$ cat src/rtl/rvvi_host_frame_parser_if.sv
// rtl/rvvi_host_frame_parser_if.sv - MAC RX stream into the host frame parser
// tready is tied high at the MAC, so there is no back-pressure signal here.
interface rvvi_host_frame_parser_if;
   logic [31:0] RvviAxiRdata;
   logic [3:0]  RvviAxiRstrb;
   logic        RvviAxiRlast;
   logic        RvviAxiRvalid;

   modport master (
      output RvviAxiRdata,
      output RvviAxiRstrb,
      output RvviAxiRlast,
      output RvviAxiRvalid
   );

   modport slave (
      input RvviAxiRdata,
      input RvviAxiRstrb,
      input RvviAxiRlast,
      input RvviAxiRvalid
   );
endinterface

$ cat src/rtl/rvvi_host_frame_parser.sv
// rtl/rvvi_host_frame_parser.sv - host-to-FPGA command frame filter and decoder
// Accepted commands strobe one cycle after tlast; rejected frames bump DropCount.
module rvvi_host_frame_parser #(
   parameter int          XLEN       = 64,
   parameter logic [47:0] DST_MAC    = 48'h4502_1111_6843,
   parameter logic [47:0] SRC_MAC    = 48'h8F54_0000_1654,
   parameter logic [15:0] ETH_TYPE   = 16'h005c,
   parameter logic [31:0] RATE_RESET = 32'd2
) (
   input  logic                         m_axi_aclk,
   input  logic                         m_axi_aresetn,
   rvvi_host_frame_parser_if.slave      rx,
   output logic                         TriggerValid,
   output logic                         SlowValid,
   output logic [31:0]                  SlowFill,
   output logic                         RateValid,
   output logic [31:0]                  RateValue,
   output logic                         AckValid,
   output logic [XLEN-1:0]              AckMinstr,
   output logic [31:0]                  AckDelay,
   output logic [15:0]                  DropCount
);

   typedef enum logic [1:0] {HDR, PAY, DONE, DISCARD} stateT;
   typedef enum logic [1:0] {CMD_TRIG, CMD_SLOW, CMD_RATE, CMD_ACK} cmdT;

   localparam logic [1:0] ACK_WORDS = (XLEN == 64) ? 2'd3 : 2'd2;

   stateT       state, stateNext;
   logic [1:0]  beatCnt, beatNext;
   logic [1:0]  payCnt, payNext;
   cmdT         cmdReg, cmdNext, cmdDec, acceptCmd;
   logic        cmdKnown;
   logic [31:0] shW4, shW5, shW6;
   logic [31:0] w4Next, w5Next, w6Next;
   logic [31:0] hdrWord;
   logic        hdrOk, keepOk, accept, reject;
   logic [1:0]  lastPay;
   logic [63:0] minstrNext;

   function automatic logic [1:0] needWords(input cmdT c);
      unique case (c)
         CMD_TRIG: needWords = 2'd0;
         CMD_SLOW: needWords = 2'd1;
         CMD_RATE: needWords = 2'd1;
         CMD_ACK:  needWords = ACK_WORDS;
      endcase
   endfunction

   always_comb begin
      cmdDec   = CMD_TRIG;
      cmdKnown = 1'b1;
      unique case (rx.RvviAxiRdata[31:16])
         16'h7274: cmdDec = CMD_TRIG;
         16'h6c73: cmdDec = CMD_SLOW;
         16'h6172: cmdDec = CMD_RATE;
         16'h6b61: cmdDec = CMD_ACK;
         default:  cmdKnown = 1'b0;
      endcase
   end

   always_comb begin
      hdrWord = DST_MAC[31:0];
      unique case (beatCnt)
         2'd0: hdrWord = DST_MAC[31:0];
         2'd1: hdrWord = {SRC_MAC[15:0], DST_MAC[47:32]};
         2'd2: hdrWord = SRC_MAC[47:16];
         2'd3: hdrWord = {16'h0000, ETH_TYPE};
      endcase
   end

   assign keepOk  = (rx.RvviAxiRstrb == 4'hF);
   assign hdrOk   = keepOk && ((beatCnt == 2'd3)
                     ? (rx.RvviAxiRdata[15:0] == ETH_TYPE && cmdKnown)
                     : (rx.RvviAxiRdata == hdrWord));
   assign lastPay = needWords(cmdReg) - 2'd1;

   always_comb begin
      stateNext = state;
      beatNext  = beatCnt;
      payNext   = payCnt;
      cmdNext   = cmdReg;
      acceptCmd = cmdReg;
      accept    = 1'b0;
      reject    = 1'b0;
      w4Next    = shW4;
      w5Next    = shW5;
      w6Next    = shW6;
      if (rx.RvviAxiRvalid) begin
         unique case (state)
            HDR: begin
               if (!hdrOk) begin
                  beatNext  = 2'd0;
                  reject    = rx.RvviAxiRlast;
                  stateNext = rx.RvviAxiRlast ? HDR : DISCARD;
               end else if (beatCnt != 2'd3) begin
                  beatNext = rx.RvviAxiRlast ? 2'd0 : beatCnt + 2'd1;
                  reject   = rx.RvviAxiRlast;
               end else begin
                  beatNext  = 2'd0;
                  payNext   = 2'd0;
                  cmdNext   = cmdDec;
                  acceptCmd = cmdDec;
                  if (needWords(cmdDec) == 2'd0) begin
                     accept    = rx.RvviAxiRlast;
                     stateNext = rx.RvviAxiRlast ? HDR : DONE;
                  end else begin
                     reject    = rx.RvviAxiRlast;
                     stateNext = rx.RvviAxiRlast ? HDR : PAY;
                  end
               end
            end
            PAY: begin
               if (!keepOk) begin
                  reject    = rx.RvviAxiRlast;
                  stateNext = rx.RvviAxiRlast ? HDR : DISCARD;
               end else begin
                  unique case (payCnt)
                     2'd0:    w4Next = rx.RvviAxiRdata;
                     2'd1:    w5Next = rx.RvviAxiRdata;
                     default: w6Next = rx.RvviAxiRdata;
                  endcase
                  if (payCnt == lastPay) begin
                     accept    = rx.RvviAxiRlast;
                     stateNext = rx.RvviAxiRlast ? HDR : DONE;
                  end else if (rx.RvviAxiRlast) begin
                     reject    = 1'b1;
                     stateNext = HDR;
                  end else begin
                     payNext = payCnt + 2'd1;
                  end
               end
            end
            DONE: begin
               if (rx.RvviAxiRlast) begin
                  accept    = 1'b1;
                  stateNext = HDR;
               end
            end
            DISCARD: begin
               if (rx.RvviAxiRlast) begin
                  reject    = 1'b1;
                  stateNext = HDR;
               end
            end
         endcase
      end
   end

   always_ff @(posedge m_axi_aclk or negedge m_axi_aresetn) begin
      if (!m_axi_aresetn) begin
         state   <= HDR;
         beatCnt <= 2'd0;
         payCnt  <= 2'd0;
         cmdReg  <= CMD_TRIG;
         shW4    <= 32'd0;
         shW5    <= 32'd0;
         shW6    <= 32'd0;
      end else begin
         state   <= stateNext;
         beatCnt <= beatNext;
         payCnt  <= payNext;
         cmdReg  <= cmdNext;
         shW4    <= w4Next;
         shW5    <= w5Next;
         shW6    <= w6Next;
      end
   end

   // The final payload word may arrive on the tlast beat, so commit from the next-shadow values.
   assign minstrNext = {w6Next, w5Next};

   always_ff @(posedge m_axi_aclk or negedge m_axi_aresetn) begin
      if (!m_axi_aresetn) begin
         TriggerValid <= 1'b0;
         SlowValid    <= 1'b0;
         RateValid    <= 1'b0;
         AckValid     <= 1'b0;
         SlowFill     <= 32'd0;
         RateValue    <= RATE_RESET;
         AckMinstr    <= '0;
         AckDelay     <= 32'd0;
         DropCount    <= 16'd0;
      end else begin
         TriggerValid <= accept && (acceptCmd == CMD_TRIG);
         SlowValid    <= accept && (acceptCmd == CMD_SLOW);
         RateValid    <= accept && (acceptCmd == CMD_RATE);
         AckValid     <= accept && (acceptCmd == CMD_ACK);
         if (accept && acceptCmd == CMD_SLOW) SlowFill <= w4Next;
         if (accept && acceptCmd == CMD_RATE) RateValue <= w4Next;
         if (accept && acceptCmd == CMD_ACK) begin
            AckDelay  <= w4Next;
            AckMinstr <= minstrNext[XLEN-1:0];
         end
         if (reject && DropCount != 16'hFFFF) DropCount <= DropCount + 16'd1;
      end
   end

endmodule

$ cat src/flat_wrapper.sv
// flat-port wrapper written by rule: the top's interface ports become plain ports
module rvvi_host_frame_parser_flat 
#(
   parameter int          XLEN       = 64,
   parameter logic [47:0] DST_MAC    = 48'h4502_1111_6843,
   parameter logic [47:0] SRC_MAC    = 48'h8F54_0000_1654,
   parameter logic [15:0] ETH_TYPE   = 16'h005c,
   parameter logic [31:0] RATE_RESET = 32'd2
)
  (m_axi_aclk, m_axi_aresetn, TriggerValid, SlowValid, SlowFill, RateValid, RateValue, AckValid, AckMinstr, AckDelay, DropCount, rx_RvviAxiRdata, rx_RvviAxiRstrb, rx_RvviAxiRlast, rx_RvviAxiRvalid);
  rvvi_host_frame_parser_if rx_i ();
  input  logic m_axi_aclk;
  input  logic m_axi_aresetn;
  output logic TriggerValid;
  output logic SlowValid;
  output logic [31:0] SlowFill;
  output logic RateValid;
  output logic [31:0] RateValue;
  output logic AckValid;
  output logic [XLEN-1:0] AckMinstr;
  output logic [31:0] AckDelay;
  output logic [15:0] DropCount;
  input wire logic [$bits(rx_i.RvviAxiRdata)-1:0] rx_RvviAxiRdata;
  input wire logic [$bits(rx_i.RvviAxiRstrb)-1:0] rx_RvviAxiRstrb;
  input wire logic [$bits(rx_i.RvviAxiRlast)-1:0] rx_RvviAxiRlast;
  input wire logic [$bits(rx_i.RvviAxiRvalid)-1:0] rx_RvviAxiRvalid;
  assign rx_i.RvviAxiRdata = rx_RvviAxiRdata;
  assign rx_i.RvviAxiRstrb = rx_RvviAxiRstrb;
  assign rx_i.RvviAxiRlast = rx_RvviAxiRlast;
  assign rx_i.RvviAxiRvalid = rx_RvviAxiRvalid;
  rvvi_host_frame_parser #(.XLEN(XLEN), .DST_MAC(DST_MAC), .SRC_MAC(SRC_MAC), .ETH_TYPE(ETH_TYPE), .RATE_RESET(RATE_RESET)) u_core (.m_axi_aclk(m_axi_aclk), .m_axi_aresetn(m_axi_aresetn), .rx(rx_i), .TriggerValid(TriggerValid), .SlowValid(SlowValid), .SlowFill(SlowFill), .RateValid(RateValid), .RateValue(RateValue), .AckValid(AckValid), .AckMinstr(AckMinstr), .AckDelay(AckDelay), .DropCount(DropCount));
endmodule
$ cat config.mk
export PLATFORM = sky130hd
export DESIGN_NAME = rvvi_host_frame_parser_flat
export DESIGN_NICKNAME = d
export VERILOG_FILES = /design/src/rtl/rvvi_host_frame_parser_if.sv /design/src/rtl/rvvi_host_frame_parser.sv /design/src/flat_wrapper.sv
export SDC_FILE = /design/constraint.sdc
export NUM_CORES = 1
export LEC_CHECK = 0
export ABC_AREA = 1
export CELL_PAD_IN_SITES_DETAIL_PLACEMENT = 0
export CELL_PAD_IN_SITES_GLOBAL_PLACEMENT = 1
export CORE_MARGIN = 3
export CORE_UTILIZATION = 39
export DETAILED_ROUTE_END_ITERATION = 8
export PLACE_DENSITY_LB_ADDON = 0.3
export SETUP_SLACK_MARGIN = 0.05
export SLEW_MARGIN = 20
export SYNTH_ARGS = -nofsm -noshare
export SYNTH_HDL_FRONTEND = slang
export SYNTH_SLANG_ARGS = --single-unit
$ cat constraint.sdc
create_clock -name m_axi_aclk -period 3 [get_ports m_axi_aclk]
set_clock_uncertainty 0.15 [all_clocks]
set_input_delay 0.75 -clock m_axi_aclk [delete_from_list [all_inputs] [get_ports m_axi_aclk]]
set_output_delay 0.75 -clock m_axi_aclk [all_outputs]
set_load 0.03 [all_outputs]
==> results of run 1 <==
## power groups by stage
stage	Combinational (mW)	Sequential [mW]	Clock [mW]
after global placement	2.43	4.71	0
after detailed placement	2.46	4.72	0
after CTS	2.47	4.66	3.96
after floorplan	0.668	5.26	0
final	2.49	4.66	3.88
after global routing	2.70	4.73	4.11
## cell families (layout without fill, tap and decap cells)
kind of cell | after synthesis | after routing | share of synthesized area
AOI/OAI and AO/OA | 219 | 219 | 0.09191
xor gates and xnor gates | 16 | 16 | 0.01158
adders and majority gates | 9 | 9 | 0.009304
buffers and inverters | 154 | 479 | 0.05665
DFF | 284 | 284 | 0.5873
other | 0 | 1 | 0
and+or+nand+nor | 698 | 698 | 0.2433
## state kept, by name, summed over array words and instances, names as in the netlist, 2 cells and up
register and cells:
u_core.shW6 32, u_core.AckMinstr 64, u_core.state 2, u_core.RateValue 32, u_core.beatCnt 2, u_core.payCnt 2
u_core.shW5 32, u_core.DropCount 16, u_core.SlowFill 32, u_core.shW4 32, u_core.AckDelay 32, u_core.cmdReg 2
## per-stage QoR
stage / utilization / power, mW / setup TNS [ns] / area, sq um / hold WS, ns
5_1_grt: 0.5592 / 11.53 / 0 / 16840 / 0.01863
2_1_floorplan: - / 5.926 / 0 / 12100 / 0.3044
3_5_place_dp: 0.5134 / 7.184 / -60.91 / 15460 / 0.3084
4_1_cts: 0.5480 / 11.10 / 0 / 16500 / 0.002011
3_3_place_gp: 0.5134 / 7.143 / -60.77 / 15460 / 0.3071
6_report: 0.5592 / 11.03 / 0 / 16840 / -0.006210
## placed cells by master, fill, tap and decap left out, types with 7 or more instances in the layout
cell type and instances:
nand2_1 515, dfrtp_1 282, clkdlybuf4s50_1 205, o21ai_0 192, buf_4 102, nand4_1 74, inv_1 65, nor2_1 46
clkbuf_16 36, nand3_1 21, o21ai_1 15, buf_12 14, dlymetal6s2s_1 13, nor3_1 10, xor2_1 10, nand2_2 9
inv_2 8, nor2_4 7, nand3_2 7, clkbuf_8 7
## routing by layer
metal / track usage / part of all wire
met1: 0.2980 / 0.44
met2: 0.3505 / 0.47
met3: 0.03269 / 0.057
met4: 0.06033 / 0.025
met5: 0 / 0
## layout make-up
type                       count  area [sq um]  share of cell area
timing repair buffer         345          3506              0.2082
sequential                   284          7109              0.4222
tap                          390         488.0             0.02898
clock inverter                12         151.4            0.008991
antenna                        1         2.502           0.0001486
multi-input combinational    942          4384              0.2604
clock buffer                  43         890.9             0.05291
inverter                      79         306.5             0.01820
## worst max-delay path, delay by kind of cell
kind / cells / cell delay, ns
AND/OR/NAND/NOR: 13 / 1.51
buffers and inverters: 3 / 0.85
## path summary, 6_finish.rpt
| path | endpoint | depth (start not counted) | startpoint | slack [ns] |
|---|---|---|---|---|
| worst max-delay path | u_core.AckMinstr[55] | 16 | rx_RvviAxiRdata[31] | 0.22 |
| worst min-delay path | u_core.AckMinstr[41] | 1 | m_axi_aresetn | -0.006 |
| worst max register to register | u_core.AckMinstr[55] | 18 | u_core.beatCnt[1] | 0.25 |
| worst min register to register | u_core.SlowFill[24] | 2 | u_core.SlowFill[24] | 0.32 |
| max in group asynchronous | u_core.shW6[23] | 2 | m_axi_aresetn | 1.90 |
| min in group m_axi_aclk | u_core.SlowFill[24] | 2 | u_core.SlowFill[24] | 0.32 |
## what timing repair did
item,4_1_cts,5_1_grt
buffers inserted,0,4
hold endpoints to repair,0,0
gates cloned,0,7
endpoints found under the setup margin,22,166
pin swaps,0,10
resized for setup,0,47
==> results.md, run 1 <==
* Status: finished with violations
* Failing checks: hold timing
* Via count at 10500
* First drt pass iteration count at 5
* Clock buffer count from CTS at 31
* Dominant cell type by area after synthesis: dfrtp_1
* Initial Util at 0.4019
* Post-Synthesis Cells at 1380
* CP Class: in -> reg
* Final min period at 2.779 ns
* Reg clk slew, reported paths at 0.06 ns
* Number of port buffers at 219
* WL/cell at 17.73 microns
* Tightest Pin Transition at 0.6184 ns
* # setup viols final at 0
* Post-synth EDFFs at 0
* Number of fill cells at 2727
* Synth warnings at 0
* Vias in the first global route at 10230
* Syn nets at 1429
* CTS Hold Bufs at 0
* Crit-path max FO at 8
* Max-slew violation count at 0
* HPWL Detailed at 24.88 mm
* Crit-path cells: clkdlybuf4s50_1 > nor2_2 > nand2_2 > nor2_2 > nand2_1 > nand2_2 > nor2_1 > nor2_4 > nand4_1 > nand2_2 > nand3_4 > nor2_4 > buf_12 > buf_16 > nand2_1 > nand2_1
* Sw Share at 0.3011
* Clock power share at 0.351
* Largest net degree at the start of global routing at 73
* Sw Pwr at 3.321 mW
* First-pass GRT wire length at 57.39 mm
* Startpoint Class: primary input
* Final cell count without fillers at 2096
* Die ar. at 0.03318 sq mm
* Worst Hold Slack at -0.006210 ns
* Gate power share at 0.226
* Global-route total usage across every layer at 0.2140
* Layout cell share with drive strength beyond 1 at 0.1326
* FMAX at 359.9 MHz
* Register area share after synthesis at 0.5873
* Worst-case clock buffer depth at 3
* DR iter-0 viols at 734
* Rel. slew slack at 0.5878
* FF+latch count, synth at 284
* Reg power frac at 0.423
* Synth Flop Type: dfrtp_1
* RSZ-0062 raised after global routing: true
* Cell with the most instances after synthesis: nand2_1
* Post-synth ARST share at 1.000
* Sink Count at 284
* Worst hold path type: in -> async
* Syn Area/Cell at 8.770 sq um
* Total grt overflow at 0
* Pwr per Cell Area at 655.0 mW/mm^2
* Max cap viols at 0
* Crit path largest cell delay at 0.51 ns
* Synth unique cells at 36
* Commonest cells in the netlist: nand2_1, dfrtp_1, o21ai_0, nand4_1, inv_1
* Highest ir drop seen on vdd at 0.4399 mV
* CTS tree: done
* Place WS at -0.4066 ns
* Yosys top cell area share at 0.5851
* Mapped Area at 0.01210 sq mm
* Crit end category: register
* Inst Count DP at 2029
* CTS Root Cell: clkbuf_16
* Final Worst Setup Slack at 0.2211 ns
* Worst EP arrival at 3.12 ns
* Num rows at 63
* Critical-path top delay cell: clkdlybuf4s50_1
* Vias/cell at 5.010
* Initial antenna violation count at 1
* Synthesis-to-layout area growth at 39.13%
* Int Power at 7.708 mW
* GP Congestion at 0.8920
* H-tree Lvls at 1
* Tcrit/Tclk final at 0.9263
* Chip Height at 182.2 microns
* Worst Path Required at 3.34 ns
* # DRC at 0
* Worst-skew pair later-pin latency at 0.56 ns
* CORE AREA at 0.03011 sq mm
* Post-Route WL at 37.17 mm
* Final #Nets at 1732
* DRT antenna net count at 0
* Largest cells by area after synthesis: dfrtp_1, nand2_1, o21ai_0
* Hold Fails Final Rpt at 3
* Die width at 182.2 microns
* IO Pins at 220
* Pleak at 8.510 nW
Power figures use the tool's default switching activity.
==> inputs of run 2 (changes only) <==
Settings changed: SLEW_MARGIN 20 to 0.
==> results of run 2 <==
The final DEF is identical to that of run 1; final timing and power are the same.
